==> src/rtl/freq_meter_pkg.sv <==
// ============================================================================
// Module      : freq_meter_pkg
// Description : Shared state encoding and default sizing for the frequency
//               meter and its helpers.
// Revision    : 1.0 - initial release
// ============================================================================
`default_nettype none

package freq_meter_pkg;

   // Measurement controller states
   typedef enum logic [1:0] {
      ST_IDLE = 2'd0,
      ST_GATE = 2'd1,
      ST_DONE = 2'd2
   } state_t;

   // Default result width and gate length (1 s at 50 MHz)
   localparam int DEFAULT_CNT_W       = 16;
   localparam int DEFAULT_GATE_CYCLES = 50_000_000;

   // Gate counter width; a one-cycle gate still needs a 1-bit counter
   function automatic int gate_width(input int cycles);
      return (cycles > 1) ? $clog2(cycles) : 1;
   endfunction

endpackage

`default_nettype wire

==> src/rtl/freq_meter_edge_sync.sv <==
// ============================================================================
// Module      : edge_sync
// Description : Two-flop synchronizer for an asynchronous input followed by a
//               history flop; flags one clk cycle per rising edge.
// Revision    : 1.0 - initial release
// ============================================================================
`default_nettype none

module edge_sync (
   input  logic clk,
   input  logic rst,
   input  logic sig_in,
   output logic rise
);

   logic sync1;
   logic sync2;
   logic hist;

   // Resynchronize sig_in and keep the previous synchronized sample
   always_ff @(posedge clk) begin
      if (rst) begin
         sync1 <= 1'b0;
         sync2 <= 1'b0;
         hist  <= 1'b0;
      end else begin
         sync1 <= sig_in;
         sync2 <= sync1;
         hist  <= sync2;
      end
   end

   // A rise is a synchronized 1 whose previous sample was 0
   assign rise = sync2 & ~hist;

endmodule

`default_nettype wire

==> src/rtl/freq_meter.sv <==
// ============================================================================
// Module      : freq_meter
// Description : Counts rising edges of an asynchronous signal over a fixed
//               gate window of clk cycles and publishes the saturating count.
// Revision    : 1.0 - initial release
// ============================================================================
`default_nettype none

module freq_meter
   import freq_meter_pkg::*;
#(
   parameter int CNT_W       = DEFAULT_CNT_W,
   parameter int GATE_CYCLES = DEFAULT_GATE_CYCLES
) (
   input  logic             clk,
   input  logic             rst,
   input  logic             en,
   input  logic             sig_in,
   output logic [CNT_W-1:0] freq_out,
   output logic             valid,
   output logic             ovf,
   output logic             busy
);

   localparam int                GATE_W    = gate_width(GATE_CYCLES);
   localparam logic [GATE_W-1:0] GATE_LAST = GATE_W'(GATE_CYCLES - 1);
   localparam logic [CNT_W-1:0]  CNT_MAX   = '1;

   state_t            state;
   logic [GATE_W-1:0] gate_cnt;
   logic [CNT_W-1:0]  edge_cnt;
   logic              sat;
   logic              rise;

   edge_sync u_edge_sync (
      .clk    (clk),
      .rst    (rst),
      .sig_in (sig_in),
      .rise   (rise)
   );

   // Gate controller: window timing, edge counting and result publication
   always_ff @(posedge clk) begin
      if (rst) begin
         state    <= ST_IDLE;
         gate_cnt <= '0;
         edge_cnt <= '0;
         sat      <= 1'b0;
         freq_out <= '0;
         ovf      <= 1'b0;
         valid    <= 1'b0;
      end else begin
         valid <= 1'b0;
         case (state)
            ST_IDLE: begin
               gate_cnt <= '0;
               edge_cnt <= '0;
               sat      <= 1'b0;
               if (en) state <= ST_GATE;
            end
            ST_GATE: begin
               if (!en) begin
                  // Abort wins even on the final gate cycle; result untouched
                  state    <= ST_IDLE;
                  gate_cnt <= '0;
                  edge_cnt <= '0;
                  sat      <= 1'b0;
               end else begin
                  gate_cnt <= gate_cnt + 1'b1;
                  if (rise) begin
                     // Saturate rather than wrap; remember that counts were lost
                     if (edge_cnt == CNT_MAX) sat <= 1'b1;
                     else                     edge_cnt <= edge_cnt + 1'b1;
                  end
                  if (gate_cnt == GATE_LAST) state <= ST_DONE;
               end
            end
            ST_DONE: begin
               freq_out <= edge_cnt;
               ovf      <= sat;
               valid    <= 1'b1;
               gate_cnt <= '0;
               edge_cnt <= '0;
               sat      <= 1'b0;
               state    <= en ? ST_GATE : ST_IDLE;
            end
            default: state <= ST_IDLE;
         endcase
      end
   end

   // Window-open indicator comes straight from the state register
   assign busy = (state == ST_GATE);

endmodule

`default_nettype wire
==> config.mk <==
export PLATFORM = sky130hd
export DESIGN_NAME = freq_meter
export DESIGN_NICKNAME = d
export VERILOG_FILES = /design/src/rtl/freq_meter_pkg.sv /design/src/rtl/freq_meter_edge_sync.sv /design/src/rtl/freq_meter.sv
export SDC_FILE = /design/constraint.sdc
export NUM_CORES = 1
export LEC_CHECK = 0
export ABC_AREA = 0
export BUFFER_PORTS_ARGS = -buffer_cell sky130_fd_sc_hd__buf_2
export CORE_MARGIN = 4
export CORE_UTILIZATION = 55
export CTS_BUF_LIST = sky130_fd_sc_hd__clkbuf_4 sky130_fd_sc_hd__clkbuf_8
export DETAILED_ROUTE_END_ITERATION = 12
export PLACE_DENSITY = 0.74
export SYNTH_ARGS = -nofsm -noshare
export SYNTH_HDL_FRONTEND = slang
export SYNTH_SLANG_ARGS = --single-unit
==> constraint.sdc <==
create_clock -name clk -period 3.17 [get_ports clk]
set_input_delay 0.317 -clock clk [delete_from_list [all_inputs] [get_ports clk]]
set_output_delay 0.317 -clock clk [all_outputs]
set_load 0.02 [all_outputs]
# Word-level counts from Yosys, hierarchy flattened
# Index checks and enable logic that the tools add are counted.
[classes] addsub=2 eq_ne=9 n_mux=16 bitwise=2 n_reduce_logical=6
[ops] operator="$pmux 26 s2" count=1
[ops] operator="$mux 16" count=3
[ops] operator="$pmux 16 s2" count=1
[ops] operator="$add 26x1->26 const B" count=1
[ops] operator="$eq 26x26->1 const B" count=1
[ops] operator="$mux 26" count=1
[ops] operator="$add 16x1->16 const B" count=1
[ops] operator="$eq 16x16->1 const B" count=1
[ops] operator="$ne 3x2->1 const B" count=3
[ops] operator="$mux 2" count=3
[ops] operator="$pmux 2 s3" count=1
[ops] operator="$reduce_and 3->1" count=2
[ops] operator="$mux 1" count=5
[ops] operator="$ne 3x3->1 const B" count=1
[ops] operator="$eq 2x1->1 const B" count=1
[ops] operator="$eq 2x2->1 const B" count=1
[ops] operator="$logic_not 2->1" count=1
[ops] operator="$ne 2x2->1 const B" count=1
[ops] operator="$pmux 1 s2" count=1
[ops] operator="$reduce_and 2->1" count=1
[ops] operator="$reduce_bool 2->1" count=1
[ops] operator="$reduce_or 2->1" count=1
[ops] operator="$and 1x1->1" count=1
[ops] operator="$not 1->1" count=1
[word_totals] reg_bits=66 inputBits=4 out_inout_bits=19 wordCells=45

# Depth between registers and ports, before layout
# Gate-level depths: netlist (run 1).
[depth] ltp_word=5 depth_mapped=7 depth_no_buf=6

# Hierarchy
# From an unflattened synthesis (run 1), not the netlist that was laid out.
[unflattened] hier_cells=398 area_unflattened_um2=3166.8
[modules_own_cells] mod="freq_meter" n_inst=1 cells_per_inst=391 area_each_um2=3079.2 seq_area_each_um2=1261.2
[modules_own_cells] mod="edge_sync" n_inst=1 cells_per_inst=7 area_each_um2=87.6 seq_area_each_um2=60.1

# Worst setup path after synthesis (run 1)
# No wires, ideal clock.
[synth_path] path_kind="reg2reg" startpoint="reg gate_cnt[0]" endpoint="reg gate_cnt[20]" setup_ns=0.120 t_arrival_ns=1.699 t_required_ns=3.050 setup_slack_ns=1.351 path_stages_with_launch=7 path_buffers=0 synth_period_minus_slack_ns=1.819 cell_sequence="dfxtp_1 ha_1 nand3_1 nor4_2 nand3_1 o211a_1 a211o_1"
[synth_via] elab_chain_cells=3
[synth_lines] item="start, declared" line_no="freq_meter.sv:30" source="logic [GATE_W-1:0] gate_cnt;"
[synth_lines] item="start signal, assigned" line_no="freq_meter.sv:69" source="gate_cnt <= gate_cnt + 1'b1;"
[synth_lines] item="$add 26x1->26" line_no="freq_meter.sv:69"
[synth_lines] item="$mux 26" line_no="freq_meter.sv:62" source="if (!en) begin"
[synth_lines] item="$pmux 26 s2" line_no="freq_meter.sv:54" source="case (state)"
# No other way between the ends.
# A chain may end at the register's enable or synchronous reset.

# Worst setup path after layout (run 1)
[layout_path] startpoint="reg edge_cnt[0]" endpoint="reg edge_cnt[15]"
[layout_via] elab_chain_cells=5 word_cells_on_any_way=8 cone_classes="1 x add/sub; 2 x eq/ne; 4 x mux; 1 x reduce/logical"
[layout_lines] item="start, declared" line_no="freq_meter.sv:31" source="logic [CNT_W-1:0] edge_cnt;"
[layout_lines] item="start signal, assigned" line_no="freq_meter.sv:73" source="else edge_cnt <= edge_cnt + 1'b1;"
[layout_lines] item="$add 16x1->16" line_no="freq_meter.sv:73"
[layout_lines] item="$mux 16" line_no="freq_meter.sv:72" source="if (edge_cnt == CNT_MAX) sat <= 1'b1;"
[layout_lines] item="$mux 16" line_no="freq_meter.sv:70" source="if (rise) begin"
[layout_lines] item="$mux 16" line_no="freq_meter.sv:62"
[layout_lines] item="$pmux 16 s2" line_no="freq_meter.sv:54"
# Several ways; a longest one is shown, not always the timed one. The select of a mux whose other input is x is not followed.

==> flow_summary.yaml, run 1 <==
synthesis:
  synth_nets: 406
  syn_area_um2: 3200
  syn_inst: 400
  yosys.area.top_type: "dfxtp_1"
  ys_top_cells_by_area: "dfxtp_1 (41%), nand2_1 (7.3%), a21oi_1 (5.8%), nand3_1 (4.5%), o21ai_0 (2.8%)"
  synth-main-ff-cell: "dfxtp_1"
  ys_seq_area_share_pct: 41.3
  ys_async_sr_fraction_pct: 0
  synth.distinct_cells: 55
  syn_area_per_cell_um2: 7.99
  yosysWarningCount: 0
  netlist.area_leader.share_pct: 41.3
  synth_edf_count: 0
  yosys_register_bits: 66
clock_network:
  cts_made_buffers: 9
  cts_max_path_buffers: 2
  h-tree-depth: 3
  clkTransAtPathRegs_ns: 0.07
  cts_hold_buffers: 0
  insertion_delay_ns: 0.35
  cts_tree: "done"
  post-cts-setup-buffers: 0
  root_buffer: "clkbuf_8"
  ctsResizeCount: 0
  cts.sinks: 66
routing:
  highest_layer: "met4"
  wl_per_cell_um: 14.7
  via_per_inst: 6.08
  firstDrtPassIters: 4
  wirelength_mm: 7.17
  wl_met1_mm: 3.30
  drtAntennaViolNets: 0
  vias: 2967
  wl_met2_mm: 3.38
  drtIter0Drc: 179
  dr_wl_met3_um: 345
  drc: 0
floorplanning:
  ios: 23
  dieArea_um2: 7100
  rows: 27
  core-area_um2: 5570
  fp.dieH_um: 84.2
  start_util_pct: 57.4
  die_w_um: 84.2
sta:
  tightestPinTransition_ns: 0.699
  rsz0062_at_grt: "no"
  final.setup.tns_ns: 0
  slew_headroom_pct: 53.0
  finalSetupViolations: 0
  hold_viol_final: 0
  finalClockSkew_ns: 0.00760
  postLayoutSetupSlackWorst_ns: 1.01
  fin_crit_sh_pct: 68.3
  finalMaxSlewViolations: 0
  fmax_mhz: 462
  period_needed_ns: 2.16
setup_path:
  worstRegToRegCells: 6
  cp.arrival_ns: 2.40
  slowest_delay_ns: 0.48
  critical_path_class: "reg2reg"
  crit_chain: "ha_1, nand3_2, nor4_2, or2_1, nor3_1, a211o_1"
  reg2reg_to: "edge_cnt[15]"
  crit_slowest_cell: "nor4_2"
  r2r_slack_ns: 1.01
  end_kind: "flip-flop"
  required_ns: 3.40
  startpoint: "edge_cnt[0]"
  worstReg2RegStart: "edge_cnt[0]"
  start_kind: "flip-flop"
  cp-endpoint: "edge_cnt[15]"
  path_max_fanout: 10
power:
  ir_drop_mv: 0.288
  powerDensity_nw_per_um2: 433
  leakage_nw: 1.24
global_route:
  grt_max_degree: 38
  grt_usage_pct: 21.2
  grt_pass1_wl_mm: 12.4
  grt.overflow.total: 0
  first_global_vias: 2681
  antenna_found_initial: 0
run_status:
  outcome: "complete, no violations"
layout:
  layout-drive-gt1-share_pct: 12.0
  final_common_cell: "dfxtp_1"
  num_antenna_cells: 0
  layout.nets: 417
  mostFrequentLayoutCells: "dfxtp_1 (66), nand2_1 (62), a21oi_1 (37)"
  syn_to_final_growth_pct: 8.69
  n_fill_cell: 526
  final_area_um2: 3470
placed_design:
  port_buffers: 22
  place_hpwl_mm: 4.97
  place.gp.congestion: 0.886
  dp_worst_setup_slack_ns: 1.02
  placed_cell_area_um2: 3300
flow_run:
  cap_violations: 0
worst_hold_path:
  min_path_type: "in2reg"
-- sequential cells by signal, summed over array words and instances, names as in the netlist, 2 cells and up --
name	cells
freq_out	16
state	2
gate_cnt	26
edge_cnt	16
-- cell families (layout without fill, tap and decap cells) --
group / count (synthesis) / in the layout / share of synthesized area, %
and+or+nand+nor: 204 / 204 / 34.2
AOI/OAI and AO/OA: 99 / 99 / 19.5
DFF: 66 / 66 / 41.3
buffers and inverters: 28 / 44 / 3.84
adders and majority gates: 2 / 2 / 0.783
muxes: 1 / 1 / 0.313
-- layer usage --
layer,vias up,GRT usage (%)
met5,-,0
met4,0,12.1
met3,15,3.93
met2,84,32.8
met1,1377,27.6
li1,1491,-
-- layout make-up --
class / count / area (um2) / area share (%)
clock inverters: 5 / 31.3 / 0.900
flip-flops and latches: 66 / 1320 / 38.0
repair buffers: 24 / 125 / 3.60
clock buffers: 11 / 139 / 4.00
well taps: 72 / 90.1 / 2.59
multi-input cells: 306 / 1750 / 50.5
inverters: 4 / 15.0 / 0.432
-- power breakdown --
part	switching (mW)	internal [mW]
Sequential	0.00295	0.832
Combinational	0.0326	0.0131
Clock	0.327	0.298
Total	0.363	1.14
-- stage by stage --
step | util [%] | total power, mW | hold WS, ns | cells
after global routing | 62.3 | 1.55 | 0.241 | 488
after floorplan | - | 0.889 | 0.414 | 400
final | 62.3 | 1.51 | 0.208 | 488
after detailed placement | 59.3 | 0.899 | 0.443 | 472
after CTS | 62.3 | 1.52 | 0.204 | 488
after global placement | 59.3 | 0.898 | 0.417 | 472
-- cells in the mapped netlist (5+ instances only) --
cell type and number:
dfxtp_1 66, nand2_1 62, a21oi_1 37, nand3_1 29
nor2_1 23, o21ai_0 18, clkbuf_1 16, nand4_1 13
nor3_1 13, nand2b_1 9, a311oi_1 8, and3_1 8
nor2b_1 7, a211o_1 6, a21o_1 6, a31oi_1 5
or3_1 5
-- worst max-delay path: cells and delay by family (launching register included) --
kind / cells / cell delay (ns)
AOI/OAI and AO/OA: 1 / 0.23
DFF: 1 / 0.44
and+or+nand+nor: 4 / 1.13
adders and majority gates: 1 / 0.25
-- how the worst min path moves through the flow --
stage,startpoint,to,slack [ns],cells past startpoint
final,sig_in,u_edge_sync.sync1,0.21,2
after global placement,u_edge_sync.sync1,u_edge_sync.sync2,0.42,1
after global routing,sig_in,u_edge_sync.sync1,0.24,2
after floorplan,u_edge_sync.sync1,u_edge_sync.sync2,0.41,1
after detailed placement,u_edge_sync.sync1,u_edge_sync.sync2,0.44,1
after CTS,sig_in,u_edge_sync.sync1,0.20,2
No activity file was read; power rests on OpenSTA's default activity.
==> run 2, diff against run 1 <==
==> constraint.sdc (replaced) <==
create_clock -name clk -period 2.2 [get_ports clk]
set_input_delay 0.22 -clock clk [delete_from_list [all_inputs] [get_ports clk]]
set_output_delay 0.22 -clock clk [all_outputs]
set_load 0.02 [all_outputs]
==> run 2 against run 1 <==
- global-route usage increased by 0.56 points
- worst hold slack lost 0.12 ns
- register-to-register slack got worse by 0.85 ns
- die area unchanged
- clock-buffer cell count rose by 2
- clock skew is 0.0020 ns lower
==> flow_summary.yaml, run 2 (synthesis gave the netlist of run 1 again) <==
run_status:
  outcome: "complete, no violations"
routing:
  firstDrtPassIters: 4
  drc: 0
  wl_per_cell_um: 14.4
  drtIter0Drc: 224
  via_per_inst: 6.05
  wl_met1_mm: 3.26
  drtAntennaViolNets: 0
  wl_met2_mm: 3.34
  highest_layer: "met4"
  vias: 3013
  wirelength_mm: 7.16
  dr_wl_met3_um: 414
worst_hold_path:
  min_path_cells: 2
  min_path_type: "in2reg"
  hp-start: "sig_in"
floorplanning:
  start_util_pct: 57.4
  core-area_um2: 5570
  die_w_um: 84.2
  rows: 27
  ios: 23
  fp.dieH_um: 84.2
  dieArea_um2: 7100
setup_path:
  startpoint: "edge_cnt[0]"
  crit_slowest_cell: "or3_1"
  start_kind: "flip-flop"
  crit_cells: 6
  cp.buffers_inverters: 0
  crit_chain: "ha_1, nand3_2, or3_1, o21a_2, nor2_4, a21o_1"
  path_max_fanout: 10
  critical_path_class: "reg2reg"
  worstReg2RegStart: "edge_cnt[0]"
  end_kind: "flip-flop"
  worstRegToRegCells: 6
  cpLargestDelayFamily: "simple AND/OR/NAND/NOR gates"
  required_ns: 2.48
  cp.arrival_ns: 2.33
  slowest_delay_ns: 0.44
sta:
  fmax_mhz: 489
  rsz0062_at_grt: "yes"
  tightestPinTransition_ns: 0.537
  finalMaxSlewViolations: 0
  final.setup.tns_ns: 0
  finalSetupViolations: 0
  slew_headroom_pct: 64.1
  fin_crit_sh_pct: 92.9
  finalClockSkew_ns: 0.00555
  hold_viol_final: 0
  period_needed_ns: 2.04
global_route:
  first_global_vias: 2717
  grt.overflow.total: 0
  grt_max_degree: 39
  grt_usage_pct: 21.7
  grt_pass1_wl_mm: 12.7
  antenna_found_initial: 0
layout:
  largest_register: "gate_cnt"
  num_antenna_cells: 0
  utilization_pct: 64.6
  final_area_um2: 3600
  multiInputGateArea_um2: 1760
  n_fill_cell: 499
  mostFrequentLayoutCells: "dfxtp_1 (66), nand2_1 (62), a21oi_1 (37)"
  largest_reg_flops: 26
  reg_top3: "gate_cnt x26, edge_cnt x16, freq_out x16"
  seqCellArea_um2: 1320
  layout-drive-gt1-share_pct: 14.6
  layout.nets: 428
  final_common_cell: "dfxtp_1"
  syn_to_final_growth_pct: 12.6
placed_design:
  placed_cell_area_um2: 3390
  place_hpwl_mm: 4.92
  port_buffers: 22
  place.gp.congestion: 0.880
clock_network:
  cts_made_buffers: 9
  cts_tree: "done"
  h-tree-depth: 3
  cts.sinks: 66
  root_buffer: "clkbuf_8"
  clkTransAtPathRegs_ns: 0.07
  cts_max_path_buffers: 2
  insertion_delay_ns: 0.34
  post-cts-setup-buffers: 0
power:
  leakage_nw: 1.31
  powerDensity_nw_per_um2: 644
  power.total_mw: 2.32
  ir_drop_mv: 0.425
flow_run:
  cap_violations: 0
-- run 2: cell type report --
type	count	area share [%]
multi-input combinational	306	48.8
inverter	4	0.417
clock buffer	13	4.80
clock inverter	2	0.974
sequential	66	36.7
timing repair buffer	35	5.77
tap	72	2.50
-- run 2: timing repair --
action,CTS,global route
hold buffers,0,0
gates resized for setup,0,2
endpoints found under the setup margin,0,11
-- run 2: metrics by stage --
stage | std cells | hold slack [ns] | setup slack [ns]
2_1_floorplan | 400 | 0.348 | 0.381
3_3_place_gp | 483 | 0.417 | 0.189
4_1_cts | 498 | 0.0745 | 0.110
3_5_place_dp | 483 | 0.424 | 0.131
5_1_grt | 498 | 0.0808 | -0.0248
6_report | 498 | 0.0896 | 0.156
-- run 2: report_power, final --
group	total [mW]	leakage, nW	switching [mW]	internal [mW]
registers	1.20	0.532	0.00390	1.20
clock network	1.04	0.109	0.422	0.621
logic	0.0716	0.673	0.0488	0.0228
-- run 2: path summary, 6_finish.rpt --
check	endpoint	slack, ns
worst min-delay path	u_edge_sync.sync1	0.09
worst max-delay path	edge_cnt[9]	0.16
worst max register to register	edge_cnt[9]	0.16
worst min register to register	u_edge_sync.sync2	0.44
-- run 2: routing by layer --
layer / global-route usage, % / vias up
li1: - / 1508
met1: 27.6 / 1409
met2: 34.9 / 80
met3: 7.07 / 16
met4: 7.31 / 0
met5: 0 / -
